## src/rtl/lcd_bus_monitor.sv

```systemverilog
// lcd_bus_monitor: shadow model of an HD44780-style 8-bit LCD bus (2x16 DDRAM mirror, mode flags, violation log).
// Latency: strobe effects land on the 3rd clk edge after lcd_e is first sampled low; rd_char follows rd_addr by 1 cycle.
// Backpressure: none; the bus cannot be stalled, so bad strobes are dropped and counted in err_count/timing_err.
module lcd_bus_monitor #(
  parameter int E_MIN_HIGH = 12,
  parameter int BUSY_CMD   = 2000,
  parameter int BUSY_CLR   = 82000
) (
  input  logic       clk,
  input  logic       rst,
  input  logic       lcd_rs,
  input  logic       lcd_rw,
  input  logic       lcd_e,
  input  logic [7:0] lcd_data,
  input  logic [4:0] rd_addr,
  output logic [7:0] rd_char,
  output logic [6:0] cur_addr,
  output logic       disp_on,
  output logic       cursor_on,
  output logic       blink_on,
  output logic       two_line,
  output logic       eight_bit,
  output logic       init_done,
  output logic       busy,
  output logic       cmd_strobe,
  output logic       wr_strobe,
  output logic       frame_done,
  output logic       timing_err,
  output logic [7:0] err_count
);

  localparam int BW = $clog2(((BUSY_CLR > BUSY_CMD) ? BUSY_CLR : BUSY_CMD) + 1);
  localparam logic [BW-1:0] BUSY_CMD_V = BW'(BUSY_CMD);
  localparam logic [BW-1:0] BUSY_CLR_V = BW'(BUSY_CLR);
  localparam logic [15:0]   E_MIN_V    = 16'(E_MIN_HIGH);

  typedef enum logic [1:0] {ST_UNINIT, ST_SYNC, ST_READY} init_state_t;

  // Address counter step with the two-line DDRAM wrap points; unmapped ranges step modulo 128.
  function automatic logic [6:0] step_addr(input logic [6:0] a, input logic up);
    logic [6:0] r;
    if (up) begin
      if (a == 7'h27)      r = 7'h40;
      else if (a == 7'h67) r = 7'h00;
      else                 r = a + 7'd1;
    end else begin
      if (a == 7'h00)      r = 7'h67;
      else if (a == 7'h40) r = 7'h27;
      else                 r = a - 7'd1;
    end
    return r;
  endfunction

  logic [1:0]    e_sync, rs_sync, rw_sync;
  logic [7:0]    dat_meta, dat_sync;
  logic          e_s, e_d, fall;
  logic [15:0]   e_width;
  logic          last_rs, last_rw;
  logic [7:0]    last_dat;
  logic          p_vld, p_rs, p_rw;
  logic [7:0]    p_dat;
  logic [15:0]   p_width;
  logic          ready, is_fs, bad, viol, acc, acc_cmd, acc_wr, cmd_rdy, clr_home, enter_ready;
  logic          in_shadow;
  init_state_t   state, state_nxt;
  logic [1:0]    sync_cnt, sync_cnt_nxt;
  logic [BW-1:0] busy_cnt;
  logic          fill_vld;
  logic [4:0]    fill_idx;
  logic          inc_mode, cg_mode;
  logic [7:0]    shadow [32];

  assign e_s  = e_sync[1];
  assign fall = e_d & ~e_s;

  // Two-flop synchronizers on every bus input; the LCD bus is asynchronous to clk.
  always_ff @(posedge clk or posedge rst) begin
    if (rst) begin
      e_sync   <= '0;
      rs_sync  <= '0;
      rw_sync  <= '0;
      dat_meta <= '0;
      dat_sync <= '0;
    end else begin
      e_sync   <= {e_sync[0], lcd_e};
      rs_sync  <= {rs_sync[0], lcd_rs};
      rw_sync  <= {rw_sync[0], lcd_rw};
      dat_meta <= lcd_data;
      dat_sync <= dat_meta;
    end
  end

  // Measure E-high width, hold the last high-cycle sample, and register it as a pending strobe on the fall.
  always_ff @(posedge clk or posedge rst) begin
    if (rst) begin
      e_d      <= 1'b0;
      e_width  <= '0;
      last_rs  <= 1'b0;
      last_rw  <= 1'b0;
      last_dat <= '0;
      p_vld    <= 1'b0;
      p_rs     <= 1'b0;
      p_rw     <= 1'b0;
      p_dat    <= '0;
      p_width  <= '0;
    end else begin
      e_d   <= e_s;
      p_vld <= fall;
      if (e_s) begin
        e_width  <= e_d ? ((e_width == 16'hFFFF) ? e_width : e_width + 16'd1) : 16'd1;
        last_rs  <= rs_sync[1];
        last_rw  <= rw_sync[1];
        last_dat <= dat_sync;
      end
      if (fall) begin
        p_rs    <= last_rs;
        p_rw    <= last_rw;
        p_dat   <= last_dat;
        p_width <= e_width;
      end
    end
  end

  assign ready     = (state == ST_READY);
  assign init_done = ready;
  assign busy      = (busy_cnt != '0) | fill_vld;
  assign is_fs     = ~p_rs & (p_dat[7:5] == 3'b001);
  assign bad       = (p_width < E_MIN_V) | p_rw | (busy & ready) | (~ready & ~is_fs);
  assign viol      = p_vld & bad;
  assign acc       = p_vld & ~bad;
  assign acc_cmd   = acc & ~p_rs;
  assign acc_wr    = acc & p_rs;
  assign cmd_rdy   = acc_cmd & ready;
  assign clr_home  = cmd_rdy & (p_dat[7:2] == 6'b0) & (p_dat[1:0] != 2'b00);
  assign in_shadow = (cur_addr[6:4] == 3'b000) | (cur_addr[6:4] == 3'b100);
  assign enter_ready = acc_cmd & (state == ST_SYNC) & (state_nxt == ST_READY);

  // Init recogniser state register.
  always_ff @(posedge clk or posedge rst) begin
    if (rst) begin
      state    <= ST_UNINIT;
      sync_cnt <= '0;
    end else begin
      state    <= state_nxt;
      sync_cnt <= sync_cnt_nxt;
    end
  end

  // Init recogniser: count 0x3X function sets, then the next DL=1 function set completes init.
  always_comb begin
    state_nxt    = state;
    sync_cnt_nxt = sync_cnt;
    if (acc_cmd) begin
      case (state)
        ST_UNINIT: begin
          if (p_dat[7:4] == 4'h3) begin
            state_nxt    = ST_SYNC;
            sync_cnt_nxt = 2'd1;
          end else begin
            sync_cnt_nxt = 2'd0;
          end
        end
        ST_SYNC: begin
          if ((sync_cnt == 2'd3) && is_fs && p_dat[4]) begin
            state_nxt = ST_READY;
          end else if (p_dat[7:4] == 4'h3) begin
            sync_cnt_nxt = sync_cnt + 2'd1;
          end else begin
            state_nxt    = ST_UNINIT;
            sync_cnt_nxt = 2'd0;
          end
        end
        default: ;
      endcase
    end
  end

  // Apply accepted strobes: command decode, shadow writes, clear fill, busy window and violation log.
  // Display shift only changes what the glass shows, not DDRAM, so the entry-mode S bit is not kept.
  always_ff @(posedge clk or posedge rst) begin
    if (rst) begin
      for (int i = 0; i < 32; i++) shadow[i] <= 8'h20;
      rd_char    <= 8'h20;
      cur_addr   <= '0;
      inc_mode   <= 1'b1;
      cg_mode    <= 1'b0;
      disp_on    <= 1'b0;
      cursor_on  <= 1'b0;
      blink_on   <= 1'b0;
      two_line   <= 1'b0;
      eight_bit  <= 1'b0;
      busy_cnt   <= '0;
      fill_vld   <= 1'b0;
      fill_idx   <= '0;
      cmd_strobe <= 1'b0;
      wr_strobe  <= 1'b0;
      frame_done <= 1'b0;
      timing_err <= 1'b0;
      err_count  <= '0;
    end else begin
      rd_char    <= shadow[rd_addr];
      cmd_strobe <= acc_cmd;
      wr_strobe  <= acc_wr;
      frame_done <= 1'b0;

      if (viol) begin
        timing_err <= 1'b1;
        if (err_count != 8'hFF) err_count <= err_count + 8'd1;
      end

      if (acc)                  busy_cnt <= clr_home ? BUSY_CLR_V : BUSY_CMD_V;
      else if (busy_cnt != '0) busy_cnt <= busy_cnt - BW'(1);

      if (fill_vld) begin
        shadow[fill_idx] <= 8'h20;
        fill_idx         <= fill_idx + 5'd1;
        if (fill_idx == 5'd31) fill_vld <= 1'b0;
      end

      if (enter_ready) begin
        two_line  <= p_dat[3];
        eight_bit <= p_dat[4];
      end

      if (cmd_rdy) begin
        if (p_dat[7]) begin
          cur_addr <= p_dat[6:0];
          cg_mode  <= 1'b0;
        end else if (p_dat[6]) begin
          cg_mode <= 1'b1;
        end else if (p_dat[5]) begin
          two_line  <= p_dat[3];
          eight_bit <= p_dat[4];
        end else if (p_dat[4]) begin
          if (!p_dat[3]) cur_addr <= step_addr(cur_addr, p_dat[2]);
        end else if (p_dat[3]) begin
          disp_on   <= p_dat[2];
          cursor_on <= p_dat[1];
          blink_on  <= p_dat[0];
        end else if (p_dat[2]) begin
          inc_mode <= p_dat[1];
        end else if (p_dat[1]) begin
          cur_addr <= '0;
          cg_mode  <= 1'b0;
        end else if (p_dat[0]) begin
          cur_addr <= '0;
          cg_mode  <= 1'b0;
          inc_mode <= 1'b1;
          fill_vld <= 1'b1;
          fill_idx <= '0;
        end
      end

      if (acc_wr) begin
        if (!cg_mode && in_shadow) begin
          shadow[{cur_addr[6], cur_addr[3:0]}] <= p_dat;
          frame_done <= (cur_addr == 7'h4F);
        end
        cur_addr <= step_addr(cur_addr, inc_mode);
      end
    end
  end

endmodule

```

## config.mk

```make
export PLATFORM = sky130hd
export DESIGN_NAME = lcd_bus_monitor
export DESIGN_NICKNAME = d
export VERILOG_FILES = /design/src/rtl/lcd_bus_monitor.sv
export SDC_FILE = /design/constraint.sdc
export NUM_CORES = 1
export LEC_CHECK = 0
export ABC_AREA = 1
export CAP_MARGIN = 0
export CORE_MARGIN = 1
export CORE_UTILIZATION = 35
export DETAILED_ROUTE_END_ITERATION = 16
export PLACE_DENSITY_LB_ADDON = 0.3
export SLEW_MARGIN = 30
export SYNTH_ARGS = -nofsm -noshare
export SYNTH_HDL_FRONTEND = slang
export SYNTH_SLANG_ARGS = --single-unit
```

## constraint.sdc

```tcl
create_clock -name clk -period 36.4 [get_ports clk]
set_clock_uncertainty 0.2 [all_clocks]
set_input_delay 10.92 -clock clk [delete_from_list [all_inputs] [get_ports clk]]
set_output_delay 10.92 -clock clk [all_outputs]
set_load 0.005 [all_outputs]
```

# Word-level counts from Yosys, hierarchy flattened
# Index checks and enable logic that the tools add are counted.
# op_classes
n_addsub,7
n_mux,86
n_eq_ne,25
n_reduce_logical,25
n_bitwise,34
n_lt_le_gt_ge,6
# op_table
operator,count
256-bit two-way mux,3
256-bit bitwise mux,1
224-bit bitwise AND,1
224-bit inverter,1
7-bit two-way mux,17
8-bit demux with 5-bit select,2
17-bit two-way mux,3
5-bit two-way mux,10
8-bit binary-select mux with 5-bit select,1
1-bit two-way mux,35
16-bit two-way mux,2
8-bit two-way mux,4
32-bit OR,1
"7-bit equality test, second input constant",3
"3-bit by 1-bit != test with 1-bit output, second input constant",7
"6-bit >= comparator, second input constant",3
5-bit inverter with 6-bit output,3
6-bit AND reduction,3
17-bit nonzero test,1
"17-bit by 1-bit subtractor with 17-bit output, second input constant",1
"16-bit by 1-bit adder with 16-bit output, second input constant",1
"16-bit equality test, second input constant",1
"16-bit by 4-bit less-than comparator with 1-bit output, second input constant",1
1-bit bitwise AND,13
other kinds (33),65
# totals
out_inout_bits,34
elab_cells,249
ff_bits,393
in_bits,18

# Depth between registers and ports, before layout
# Gate-level depths: netlist of the first run.
# depth
word_depth,16
mapped_depth,16
depth_no_buf,16

# Worst setup path after synthesis of the first run
# No wires, ideal clock.
# synth_timing
kind,input to register
from,input port rd_addr[0]
to,register rd_char[0]
n_path_buf,3
setup_time_ps,77
t_arrival_ps,12060
setup_slack_ps,24063
stages,7
t_required_ps,36123
path_cell_list,buf_2 > clkbuf_1 > clkbuf_1 > o21ai_0 > o221ai_1 > nand3_1 > a21oi_1
# synth_between
elab_chain_len,4
# synth_lines
item,line_no,text
from (decl),15,"input logic [4:0] rd_addr,"
5-bit inverter with 6-bit output (implied by the code),201,rd_char <= shadow[rd_addr];
8-bit binary-select mux with 5-bit select,201,
8-bit two-way mux (implied by the code) (2 in a row),201,
to (signal assigned),201,
to (decl),16,"output logic [7:0] rd_char,"
# No other way between the ends. The select of a mux whose other input is x is not followed.
# A chain may end at the register's enable or synchronous reset.

# Worst setup path in the final report of the first run
# layout_timing
from,input port rd_addr[1]
to,register rd_char[1]
# Same word-level chain as after synthesis.

==> flow_metrics.env, run 1 <==
export IMPL_synth_adder_area_share=0.00898
export IMPL_num_vias=16981
export IMPL_ys_seq_area_frac=0.504
export IMPL_crit_slowest_cell="clkinv_1"
export IMPL_critPathTopFamily="buffers and inverters"
export IMPL_yosysTopAreaCell="dfrtp_1"
export IMPL_h_tree_depth=2
export IMPL_grt_pass1_vias=16068
export IMPL_final_common_cell="nand2_1"
export IMPL_drtPass1Iterations=6
export IMPL_relSlewSlack=0.363
export IMPL_max_freq_mhz=73.9
export IMPL_reg2reg_from="p_dat[7]"
export IMPL_die_height_um=238
export IMPL_wirelength_um=61000
export IMPL_vias_per_cell=5.34
export IMPL_grt_max_degree=139
export IMPL_clk_latency_ps=600
export IMPL_ir_worst_vdd_mv=0.0324
export IMPL_coreArea_mm2=0.0551
export IMPL_drt_iter0_markers=1642
export IMPL_cts_buffers=45
export IMPL_ys_ff_latch=391
export IMPL_setup_viol=0
export IMPL_synth_area_leaders="dfrtp_1 (46%), nand2_1 (9.5%), o21ai_0 (7.4%), nand3_1 (6.4%), nor2_1 (4.9%)"
export IMPL_antenna_cells=0
export IMPL_synth_warnings=0
export IMPL_reg2reg_depth=10
export IMPL_hold_violations=0
export IMPL_cp_slowest_stage_delay_ps=910
export IMPL_wl_per_cell_um=19.2
export IMPL_yosysTopAreaCellShare=0.458
export IMPL_cellPowerDensity_mw_per_mm2=49.0
export IMPL_hpwl_um=40300
export IMPL_overflow=0
export IMPL_start_util=0.354
export IMPL_crit_type="in -> reg"
export IMPL_crit_end="rd_char[1]"
export IMPL_cts_setup_buffers=0
export IMPL_crit_buf_inv=4
export IMPL_hold_class="reg -> reg"
export IMPL_drc=0
export IMPL_yosys_mux_area_fraction=0
export IMPL_fin_crit_sh=0.372
export IMPL_critPathCaptureType="flop"
export IMPL_io_pins=52
export IMPL_rsz0062_at_grt="false"
export IMPL_die_area_mm2=0.0567
export IMPL_final_util=0.401
export IMPL_cts_resized=0
export IMPL_cts_tree="yes"
export IMPL_setup_tns_ps=0
export IMPL_clk_pin_slew_ps=60
export IMPL_worst_pin_slew_ps=956
export IMPL_syn_area_mm2=0.0195
export IMPL_antenna_left=0
export IMPL_finalPower_uw=1080
export IMPL_synth_simple_area_share=0.248
export IMPL_grt_antenna_before_repair=0
export IMPL_place_inst=3097
export IMPL_syn_to_final_growth_pct=13.3
export IMPL_worst_path_stages=10
export IMPL_grt_use_total=0.217
export IMPL_async_flop_share=1.00
export IMPL_synth_xor_area_share=0.0108
export IMPL_synthCells=2409
export IMPL_cts_root_buf="clkbuf_16"
export IMPL_rows=86
export IMPL_period_minus_slack_ps=13540
export IMPL_ys_flop_type="dfrtp_1"
export IMPL_critPathRequiredTime_ps=36670
export IMPL_port_buffers=51
export IMPL_worstReg2RegEnd="shadow[15]"
export IMPL_hold_buffers=0
export IMPL_fin_nets=2428
export IMPL_crit_start="rd_addr[1]"
export IMPL_synth_top_family_by_area="simple AND/OR/NAND/NOR gates"
export IMPL_synth_compound_area_share=0.156
export IMPL_clock_sinks=391
export IMPL_maxCapViolations=0
export IMPL_critical_path_arrival_ps=13810
export IMPL_syn_mean_instance_area_um2=8.10
export IMPL_syn_nets=2441
export IMPL_grt_pass1_wl_um=95200
export IMPL_most_common_layout_cells="nand2_1 (492), dfrtp_1 (357), o21ai_0 (289)"
export IMPL_clk_path_buf_depth=3
export IMPL_crit_chain="buf_2 -> buf_4 -> clkinv_1 -> buf_4 -> o21ai_0 -> o221ai_1 -> nand3_1 -> nand2_1 -> a21oi_1 -> a21oi_1"
export IMPL_die_x_um=238
export IMPL_place_congestion=0.972
export IMPL_whs_ps=149
export IMPL_synth_distinct_cells=51
export IMPL_drv_slew=0
export IMPL_r2r_slack_ps=32520
export IMPL_fin_cells=3181
export IMPL_final_layout_size_suffix_gt1_frac=0.0900
export IMPL_outcome="finished, final reports clean"
export IMPL_path_max_fanout=59
export IMPL_power_leakage_uw=0.0102
export IMPL_synth_edff_count=0
export IMPL_start_kind="input port"
[stage by stage]
step / instance area, µm² / setup WS, ps
after global placement: 20500 / 22470
final: 22100 / 22860
after global routing: 22100 / 22680
after CTS: 22100 / 23020
after detailed placement: 20500 / 22390
after floorplan: 19500 / 14470
[kinds of logic (layout without fill, tap and decap cells)]
kind of cell | count (synthesis) | after routing
flops | 391 | 391
compound gates | 556 | 556
xor+xnor | 24 | 24
simple gates | 1093 | 1093
buf+inv | 331 | 355
fa+ha+maj | 14 | 14
[sequential cells by signal, summed over array words and instances (netlist names), 2 cells and up]
name       cells
p_width       14
rd_char        8
cur_addr       7
rs_sync        2
rw_sync        2
e_width       16
fill_idx       5
e_sync         2
shadow       256
dat_sync       8
busy_cnt      17
sync_cnt       2
p_dat          8
err_count      8
dat_meta       8
state          2
last_dat       8
[power breakdown]
group	switching, µW	total [µW]	internal (µW)
Clock	193	488	295
Sequential	17.8	471	453
Combinational	85.4	123	38.0
Total	296	1080	786
[cells in the mapped netlist (4+ instances only)]
master,number
a211oi_1,4
a21oi_1,70
a31oi_1,8
buf_2,23
buf_6,14
clkbuf_1,90
clkinv_1,4
dfrtp_1,357
dfstp_2,34
ha_1,14
inv_1,184
inv_2,9
nand2_1,492
nand2_2,8
nand2_4,11
nand3_1,251
nand3_2,7
nand4_1,11
nor2_1,253
nor2_2,9
nor2_4,6
nor3_1,12
nor3_2,11
o21a_1,9
o21ai_0,289
o21ai_1,108
o221ai_1,40
o22ai_1,12
or2_2,12
xnor2_1,5
xor2_1,19
[final cells by class]
cell class	instances	area (µm²)
fillers	5577	33000
flip-flops and latches	391	9830
multi-input cells	1687	8290
clock buffers	65	1310
well taps	748	936
inverters	197	754
repair buffers	74	683
clock inverters	19	284
[worst min-delay path by stage]
stage	startpoint	endpoint	slack, ps	cells past startpoint
global route	dat_meta[2]	dat_sync[2]	150	0
global placement	e_sync[0]	e_sync[1]	130	0
floorplan	dat_meta[0]	dat_sync[0]	130	0
CTS	e_sync[0]	e_sync[1]	150	0
finish	dat_meta[2]	dat_sync[2]	150	0
detailed placement	e_sync[0]	e_sync[1]	140	0
[layer usage]
metal,vias to the layer above,track usage,share of wire
li1,7994,-,-
met1,8157,0.293,0.43
met2,669,0.340,0.45
met3,161,0.0376,0.069
met4,0,0.102,0.047
met5,-,0,0
[worst reg2reg max path, cell delays in order, from the launching register on]
cell and delay, ps:
dfrtp_1 740, nor2_4 260, nand3_2 100, nand2_1 70
nand2_1 80, nor2_4 200, nand4_4 530, nor2_4 870
nand2_2 400, nand3_1 160, o21ai_0 90
(Power assumes the default switching activity.)
==> run 2, diff against run 1 <==
- clock period: 36.4 -> 11.7 ns (I/O delays scaled with it)
==> run 2 against run 1 <==
  * Register-to-register slack got worse by 25000 ps
  * Critical path depth rose by 1
  * Non-clock buffer count rose by 1
  * Core utilization fell by 0.098 points
  * Critical path type unchanged
  * Largest cell class unchanged
==> flow_metrics.env, run 2 (synthesis gave the netlist of run 1 again) <==
export IMPL_die_height_um=238
export IMPL_grt_pass1_wl_um=96900
export IMPL_critPathCaptureType="flop"
export IMPL_use_met1=0.296
export IMPL_die_area_mm2=0.0567
export IMPL_grt_max_degree=165
export IMPL_power_leakage_uw=0.0101
export IMPL_cts_tree="yes"
export IMPL_hold_violations=0
export IMPL_largest_register="shadow"
export IMPL_clk_pin_slew_ps=60
export IMPL_relSlewSlack=0.398
export IMPL_fin_cells=3180
export IMPL_die_x_um=238
export IMPL_maxCapViolations=0
export IMPL_critical_path_arrival_ps=6300
export IMPL_num_vias=17057
export IMPL_clock_sinks=391
export IMPL_critPathRequiredTime_ps=11970
export IMPL_outcome="finished, final reports clean"
export IMPL_fin_nets=2429
export IMPL_drt_iter0_markers=1929
export IMPL_ir_worst_vdd_mv=0.0796
export IMPL_most_common_layout_cells="nand2_1 (492), dfrtp_1 (356), o21ai_0 (289)"
export IMPL_finalPower_uw=3280
export IMPL_grt_pass1_vias=16426
export IMPL_grtUsageMet2=0.355
export IMPL_port_buffers=51
export IMPL_crit_type="in -> reg"
export IMPL_design_area_mm2=0.0220
export IMPL_drv_slew=0
export IMPL_largest_register_ffs=256
export IMPL_cellPowerDensity_mw_per_mm2=149
export IMPL_vias_per_cell=5.36
export IMPL_coreArea_mm2=0.0551
export IMPL_max_freq_mhz=166
export IMPL_worst_pin_slew_ps=901
export IMPL_wirelength_um=62400
export IMPL_grtUsageMet3=0.0289
export IMPL_io_pins=52
export IMPL_cp_slowest_stage_delay_ps=750
export IMPL_grt_antenna_before_repair=0
export IMPL_start_kind="input port"
export IMPL_setup_viol=0
export IMPL_wl_per_cell_um=19.6
export IMPL_crit_buf_inv=3
export IMPL_drtPass1Iterations=6
export IMPL_overflow=0
export IMPL_clk_latency_ps=600
export IMPL_final_common_cell="nand2_1"
export IMPL_syn_to_final_growth_pct=13.0
export IMPL_top_usage_layer="met2"
export IMPL_place_congestion=0.925
export IMPL_hold_class="reg -> reg"
export IMPL_antenna_cells=0
export IMPL_cts_buffers=45
export IMPL_rows=86
export IMPL_top_regs="shadow: 256 flops, busy_cnt: 17 flops, e_width: 16 flops"
export IMPL_hold_buffers=0
export IMPL_hpwl_um=40700
export IMPL_cts_setup_buffers=0
export IMPL_multi_input_area_mm2=0.00829
export IMPL_drc=0
export IMPL_rsz0062_at_grt="false"
export IMPL_place_inst=3096
export IMPL_critPathTopFamily="buffers and inverters"
export IMPL_path_max_fanout=73
export IMPL_fin_crit_sh=0.516
export IMPL_cts_root_buf="clkbuf_16"
export IMPL_register_area_mm2=0.00983
export IMPL_period_minus_slack_ps=6030
export IMPL_clk_path_buf_depth=3
export IMPL_fill_cells=5609
export IMPL_final_layout_size_suffix_gt1_frac=0.0892
export IMPL_cts_resized=0
export IMPL_antenna_left=0
export IMPL_start_util=0.354
export IMPL_grt_use_total=0.221
export IMPL_crit_chain="buf_4 -> clkinv_2 -> buf_4 -> nor2_1 -> nor2_1 -> a21oi_1 -> a21oi_1 -> o21ai_0 -> nand2_1 -> nor2_1 -> a21oi_1"
export IMPL_placed_cell_area_mm2=0.0205
export IMPL_crit_slowest_cell="clkinv_2"
export IMPL_setup_tns_ps=0
export IMPL_h_tree_depth=2
==> run 2: per-layer routing <==
layer,vias up,wire length (µm)
li1,7986,-
met1,8256,26600
met3,143,4060
met5,-,0
met4,0,2920
met2,672,28900
==> run 2: per-stage QoR <==
stage | util | setup slack, ps | hold slack [ps]
after global routing | 0.400 | 5410 | 157
after floorplan | - | 2760 | 131
after CTS | 0.399 | 5790 | 149
final | 0.400 | 5670 | 147
after detailed placement | 0.372 | 5160 | 135
after global placement | 0.372 | 5150 | 133
==> run 2: final cells by class <==
cell class,instances,area share
Sequential cell,391,0.446
Multi-Input combinational cell,1687,0.376
Clock buffer,69,0.0602
Tap cell,748,0.0425
Inverter,197,0.0338
Timing Repair Buffer,75,0.0334
Clock inverter,13,0.00784
==> run 2: worst reg2reg max path, stage by stage (launching register included) <==
cell and delay [ps]:
dfrtp_1 720, nor2_4 270, nand3_2 90, nand2_1 70
nand2_1 90, nor2_4 200, nand4_4 560, nor2_4 940
nand2_2 390, nand3_1 150, o21ai_0 90
==> run 2: worst paths after layout <==
check | end | cells after the start | from | slack, ps
min in group asynchronous | err_count[3] | 3 | rst | 3130
worst max-delay path | rd_char[3] | 11 | rd_addr[0] | 5670
worst min register to register | dat_sync[2] | 0 | dat_meta[2] | 150
worst max register to register | shadow[50] | 10 | p_dat[6] | 7770
worst min-delay path | dat_sync[2] | 0 | dat_meta[2] | 150
max in group asynchronous | shadow[72] | 5 | rst | 6520
==> run 2: power by group <==
group	switching (µW)	leakage, µW	internal [µW]	total (µW)
combinational	266	0.00422	120	386
sequential	57.8	0.00519	1410	1470
clock	600	0.000733	832	1430
